**src/rtl/crc_pkg.sv**
```systemverilog
// Shared types and bit-serial CRC helpers for the streaming CRC engine.
// crc_t is a container sized for the widest supported CRC_DEGREE (64); callers pass the live width.
package crc_pkg;

  localparam int unsigned CRC_MAX_W = 64;

  typedef logic [CRC_MAX_W-1:0] crc_t;

  typedef enum logic {
    ACCUM = 1'b0,
    HOLD  = 1'b1
  } state_t;

  function automatic crc_t crc_mask(input int unsigned width);
    crc_t m;
    m = '1;
    return m >> (CRC_MAX_W - width);
  endfunction

  function automatic crc_t bit_reverse(input crc_t value, input int unsigned width);
    crc_t r;
    r = '0;
    for (int unsigned i = 0; i < CRC_MAX_W; i++) begin
      if (i < width) r[i] = value[width-1-i];
    end
    return r;
  endfunction

  // Normal-form LFSR on the unreflected register; reflection only changes the bit feed order.
  function automatic crc_t crc_byte_step(input crc_t crc, input logic [7:0] data_byte,
                                         input crc_t poly, input logic reflect,
                                         input int unsigned width);
    crc_t c;
    logic fb;
    c = crc;
    for (int unsigned i = 0; i < 8; i++) begin
      fb = c[width-1] ^ (reflect ? data_byte[i] : data_byte[7-i]);
      c  = c << 1;
      if (fb) c = c ^ poly;
    end
    return c & crc_mask(width);
  endfunction

endpackage

```
**src/rtl/crc_word_update.sv**
```systemverilog
// Combinational per-beat CRC update: chains one byte step per enabled lane, lane 0 first,
// stopping at the first disabled lane.
module crc_word_update
  import crc_pkg::*;
#(
  parameter int unsigned             CRC_DEGREE = 32,
  parameter int unsigned             BYTES_NUM  = 4,
  parameter logic [CRC_DEGREE-1:0]   POLY       = 32'h04C11DB7,
  parameter bit                      REFLECT_IN = 1'b1
) (
  input  logic [CRC_DEGREE-1:0]      crc_in,
  input  logic [BYTES_NUM-1:0][7:0]  data,
  input  logic [BYTES_NUM-1:0]       byte_vld,
  output logic [CRC_DEGREE-1:0]      crc_next
);

  localparam crc_t POLY_W = crc_t'(POLY);

  crc_t c_w;
  logic active_w;

  always_comb begin
    c_w      = crc_t'(crc_in);
    active_w = 1'b1;
    for (int unsigned i = 0; i < BYTES_NUM; i++) begin
      active_w = active_w & byte_vld[i];
      if (active_w) c_w = crc_byte_step(c_w, data[i], POLY_W, REFLECT_IN, CRC_DEGREE);
    end
    crc_next = CRC_DEGREE'(c_w);
  end

endmodule

```
**src/rtl/crc_stream_engine.sv**
```systemverilog
// Streaming CRC generator/checker with valid/ready on input beats and result.
// Optional FCS residue comparison (crc_ok port) is enabled by defining CRC_CHECK_EN.
module crc_stream_engine
  import crc_pkg::*;
#(
  parameter int unsigned             CRC_DEGREE  = 32,
  parameter int unsigned             BYTES_NUM   = 4,
  parameter logic [CRC_DEGREE-1:0]   POLY        = 32'h04C11DB7,
  parameter logic [CRC_DEGREE-1:0]   INIT        = 32'hFFFFFFFF,
  parameter logic [CRC_DEGREE-1:0]   XOR_OUT     = 32'hFFFFFFFF,
  parameter bit                      REFLECT_IN  = 1'b1,
  parameter bit                      REFLECT_OUT = 1'b1
`ifdef CRC_CHECK_EN
  ,
  parameter logic [CRC_DEGREE-1:0]   RESIDUE     = 32'h2144DF1C
`endif
) (
  input  logic                       clk,
  input  logic                       reset,
  input  logic [BYTES_NUM-1:0][7:0]  s_data,
  input  logic [BYTES_NUM-1:0]       s_byte_vld,
  input  logic                       s_vld,
  input  logic                       s_last,
  output logic                       s_rdy,
  output logic [CRC_DEGREE-1:0]      crc_out,
  output logic                       crc_err,
  output logic                       crc_vld,
  input  logic                       crc_rdy
`ifdef CRC_CHECK_EN
  ,
  output logic                       crc_ok
`endif
);

  state_t                 state_q, state_d;
  logic [CRC_DEGREE-1:0]  crc_q, crc_d;
  logic                   err_q, err_d;
  logic [CRC_DEGREE-1:0]  crc_out_q, crc_out_d;
  logic                   crc_err_q, crc_err_d;
  logic [CRC_DEGREE-1:0]  crc_next;
  logic [CRC_DEGREE-1:0]  final_crc;
  logic [BYTES_NUM-1:0]   vld_plus1;
  logic                   accept;
  logic                   beat_err;

  crc_word_update #(
    .CRC_DEGREE (CRC_DEGREE),
    .BYTES_NUM  (BYTES_NUM),
    .POLY       (POLY),
    .REFLECT_IN (REFLECT_IN)
  ) u_word_update (
    .crc_in   (crc_q),
    .data     (s_data),
    .byte_vld (s_byte_vld),
    .crc_next (crc_next)
  );

  // Taking the result frees the engine in the same cycle, so a new beat can enter while in HOLD.
  assign s_rdy  = (state_q == ACCUM) || crc_rdy;
  assign accept = s_vld && s_rdy;

  always_comb begin
    vld_plus1 = s_byte_vld + BYTES_NUM'(1);
    // Last beat needs a non-empty run of ones from lane 0: x & (x+1) == 0 detects 0..01..1.
    if (s_last) beat_err = !(s_byte_vld[0] && ((s_byte_vld & vld_plus1) == '0));
    else        beat_err = (s_byte_vld != '1);
    if (REFLECT_OUT) final_crc = CRC_DEGREE'(bit_reverse(crc_t'(crc_next), CRC_DEGREE)) ^ XOR_OUT;
    else             final_crc = crc_next ^ XOR_OUT;
  end

  always_comb begin
    state_d   = state_q;
    crc_d     = crc_q;
    err_d     = err_q;
    crc_out_d = crc_out_q;
    crc_err_d = crc_err_q;
    if (state_q == HOLD && crc_rdy) state_d = ACCUM;
    if (accept) begin
      if (s_last) begin
        state_d   = HOLD;
        crc_d     = INIT;
        err_d     = 1'b0;
        crc_out_d = final_crc;
        crc_err_d = err_q | beat_err;
      end else begin
        crc_d = crc_next;
        err_d = err_q | beat_err;
      end
    end
  end

  always_ff @(posedge clk) begin
    if (reset) begin
      state_q   <= ACCUM;
      crc_q     <= INIT;
      err_q     <= 1'b0;
      crc_out_q <= '0;
      crc_err_q <= 1'b0;
    end else begin
      state_q   <= state_d;
      crc_q     <= crc_d;
      err_q     <= err_d;
      crc_out_q <= crc_out_d;
      crc_err_q <= crc_err_d;
    end
  end

  assign crc_out = crc_out_q;
  assign crc_err = crc_err_q;
  assign crc_vld = (state_q == HOLD);

`ifdef CRC_CHECK_EN
  logic crc_ok_q, crc_ok_d;

  always_comb begin
    crc_ok_d = crc_ok_q;
    if (accept && s_last) crc_ok_d = (final_crc == RESIDUE);
  end

  always_ff @(posedge clk) begin
    if (reset) crc_ok_q <= 1'b0;
    else       crc_ok_q <= crc_ok_d;
  end

  assign crc_ok = crc_ok_q;
`endif

endmodule

```
**config.mk**
```make
export PLATFORM = sky130hd
export DESIGN_NAME = crc_stream_engine
export DESIGN_NICKNAME = d
export VERILOG_FILES = /design/src/rtl/crc_pkg.sv /design/src/rtl/crc_word_update.sv /design/src/rtl/crc_stream_engine.sv
export SDC_FILE = /design/constraint.sdc
export NUM_CORES = 1
export LEC_CHECK = 0
export CAP_MARGIN = 5
export CORE_AREA = 5 5 138 107
export DETAILED_ROUTE_END_ITERATION = 8
export DIE_AREA = 0 0 143 112
export PLACE_DENSITY = 0.81
export REMOVE_ABC_BUFFERS = 1
export SLEW_MARGIN = 20
export SYNTH_ARGS = -nofsm -noshare
export SYNTH_HDL_FRONTEND = slang
export SYNTH_SLANG_ARGS = --single-unit
export TNS_END_PERCENT = 30
```
**constraint.sdc**
```tcl
create_clock -name clk -period 7.8 [get_ports clk]
set_input_delay 1.95 -clock clk [delete_from_list [all_inputs] [get_ports clk]]
set_output_delay 1.95 -clock clk [all_outputs]
set_load 0.005 [all_outputs]
```
==> impl_metrics.ini <==
[finish]
nets = 961
area_growth_pct = 18.8
num_antenna_cells = 0
layout_common_cells = 131 x xnor2_1, 84 x nand2_1, 74 x clkdlybuf4s50_1
stdcell_area_mm2 = 0.00910
drive_above_1_share_pct = 12.0
final_common_cell = xnor2_1
fillers = 1081

[routing]
drc = 0
drtAntennaViolNets = 0
first_pass_iters = 6
num_vias = 6585
routed_wl_um = 23800
avgRoutedWirePerCell_um = 21.6
drt_iter0_drc = 788
via_per_inst = 5.99

[synth]
synth_compound_area_share_pct = 16.5
synth_edf_count = 0
synth_seq_cells = 67
synthAdderAreaFrac_pct = 0
syn_area_per_cell_um2 = 9.19
yosysSeqAreaShare_pct = 17.5
netlist-cell-type-count = 69
synth_xor_area_share_pct = 44.2
ys_top_cells_by_area = dfxtp_1 18%, xnor2_1 15%, xnor3_1 14%
synth_top_family_by_area = XOR/XNOR gates
synth-simple-area-share_pct = 11.6
synth-warning-count = 0
netlist_area_mm2 = 0.00766
synth_ff_type = dfxtp_1
synth_area_leader_cell = dfxtp_1
synth_mux_area_share_pct = 7.25
synthArstFlopShare_pct = 0
postSynthCellCount = 834
synth_top_area_share_pct = 17.5

[setup_path]
critPathCaptureType = register
worstPathMaxFanout = 7
ff2ff_path_depth = 15
worstPathCellList = clkdlybuf4s50_1, xnor2_1, xnor2_2, xnor3_2, mux2i_4, xnor2_1, xnor3_1, mux2i_1, xnor2_1, xnor3_1, a21oi_2, xnor2_2, xnor2_1, xor3_1, o21ai_1, a211oi_1
start_kind = input port
cpMostUsedCell = xnor2_1
slowest_stage = xnor2_1
r2r-start = crc_q[25]
slowest_delay_ns = 0.53
arrival_ns = 7.69
r2r-end = crc_out[5]
rrSetupSlack_ns = 2.02
required_ns = 8.00
setup.worst_path.class = input port to register

[clock_network]
clk_latency_ns = 0.34
cts-resized-gates = 0
holdBufCountCts = 0
clkTransAtPathRegs_ns = 0.05
cts.sinks = 67
h-tree-depth = 3
post_cts_buffers = 0
cts_buffers = 9
cts_tree = yes
clockBufferDepth = 2
root_buffer = clkbuf_16

[placement]
placed_area_mm2 = 0.00879
place_congestion = 1.12
numPortBuffers = 75
hpwlAfterDp_um = 18800
place_ws_ns = 0.120

[min_path]
holdCritPathClass = register to register
min_to = crc_out[2]
hold_depth = 2
hp-start = crc_out[2]

[power]
ir_worst_vdd_v = 0.000284
power.density_mw_per_mm2 = 555
power_w = 0.00505
p_leak_nw = 3.90

[die]
die_area_mm2 = 0.0160
die_w_um = 143
coreArea_mm2 = 0.0134
core.rowCount = 37
die_h_um = 112
start_util_pct = 57.3
top_level_ports = 76

[run]
drv_cap = 0

[sta]
relSlewSlack_pct = 39.4
worst_hold_slack_ns = 0.460
timing.final.crit_share_pct = 96.1
slew_viol_final = 0
worst_pin_slew_ns = 0.908
finalSetupViolCount = 0
rsz0062_at_grt = no
period_needed_ns = 7.49
clock_skew_ns = 0.00652
hold_viol = 0
setup_ws_ns = 0.308
setup_tns_ns = 0
max_clock_freq_mhz = 133

[grt]
grt.overflow.total = 0
grt_use_total_pct = 29.9
grt_pass1_vias = 6296
antenna_found_initial = 0
grt_pass1_wl_um = 36700
grt_max_degree = 45

[run_status]
outcome = completed
==> layer usage <==
metal / GRT usage, % / vias up / wire length, µm
met5: 0 / - / 0
met4: 9.25 / 0 / 767
met3: 7.94 / 40 / 2930
met2: 42.7 / 395 / 9820
met1: 44.1 / 3078 / 10300
li1: - / 3072 / -
==> power breakdown <==
group          internal [W]  switching (W)
Sequential         0.000397      0.0000610
Combinational       0.00213        0.00205
Clock              0.000274       0.000143
==> cell usage after synthesis (15+ instances only) <==
master      n
a21oi_1    60
clkbuf_1   38
dfxtp_1    67
mux2i_1    47
nand2_1    84
nor2_1     61
o211ai_1   15
o21ai_0    46
xnor2_1   131
xnor3_1    47
xor2_1     53
==> worst max-delay path by stage <==
stage	cells after the start	slack [ns]	start	endpoint
finish	16	0.31	s_data[6]	crc_out[5]
global route	17	0.08	s_data[6]	crc_out[18]
CTS	16	0.44	s_data[6]	crc_q[5]
detailed placement	16	0.12	s_data[6]	crc_q[5]
global placement	16	0.20	s_data[6]	crc_out[19]
floorplan	15	0.41	s_data[0]	crc_q[5]
==> registers in the layout (all words and copies together), names as in the netlist <==
register / flops
crc_err: 1
err_q: 1
crc_q: 32
crc_vld: 1
crc_out: 32
==> layout make-up <==
cell class | count | area [µm²] | area share, %
clock buffer | 15 | 278 | 3.05
timing repair buffer | 122 | 1100 | 12.1
tap | 175 | 219 | 2.41
inverter | 8 | 30.0 | 0.330
multi-input combinational | 712 | 6100 | 67.1
sequential | 67 | 1340 | 14.7
clock inverter | 1 | 30.0 | 0.330
==> through the flow <==
step	std cells	util (%)
global placement	1084	65.7
global route	1100	68.0
finish	1100	68.0
CTS	1100	68.0
detailed placement	1084	65.7
floorplan	787	-
==> worst max-delay path, delay by kind of cell <==
| family | cells | cell delay (ns) |
|---|---|---|
| AOI/OAI and AO/OA | 3 | 0.58 |
| xor gates and xnor gates | 10 | 3.98 |
| buffers and inverters | 1 | 0.48 |
| muxes | 2 | 0.69 |
==> logic make-up after synthesis <==
family / count (synthesis)
muxes: 53
AOI/OAI and AO/OA: 191
and+or+nand+nor: 202
buffers and inverters: 55
xor gates and xnor gates: 266
DFF: 67
No activity file was read; power rests on OpenSTA's default activity.
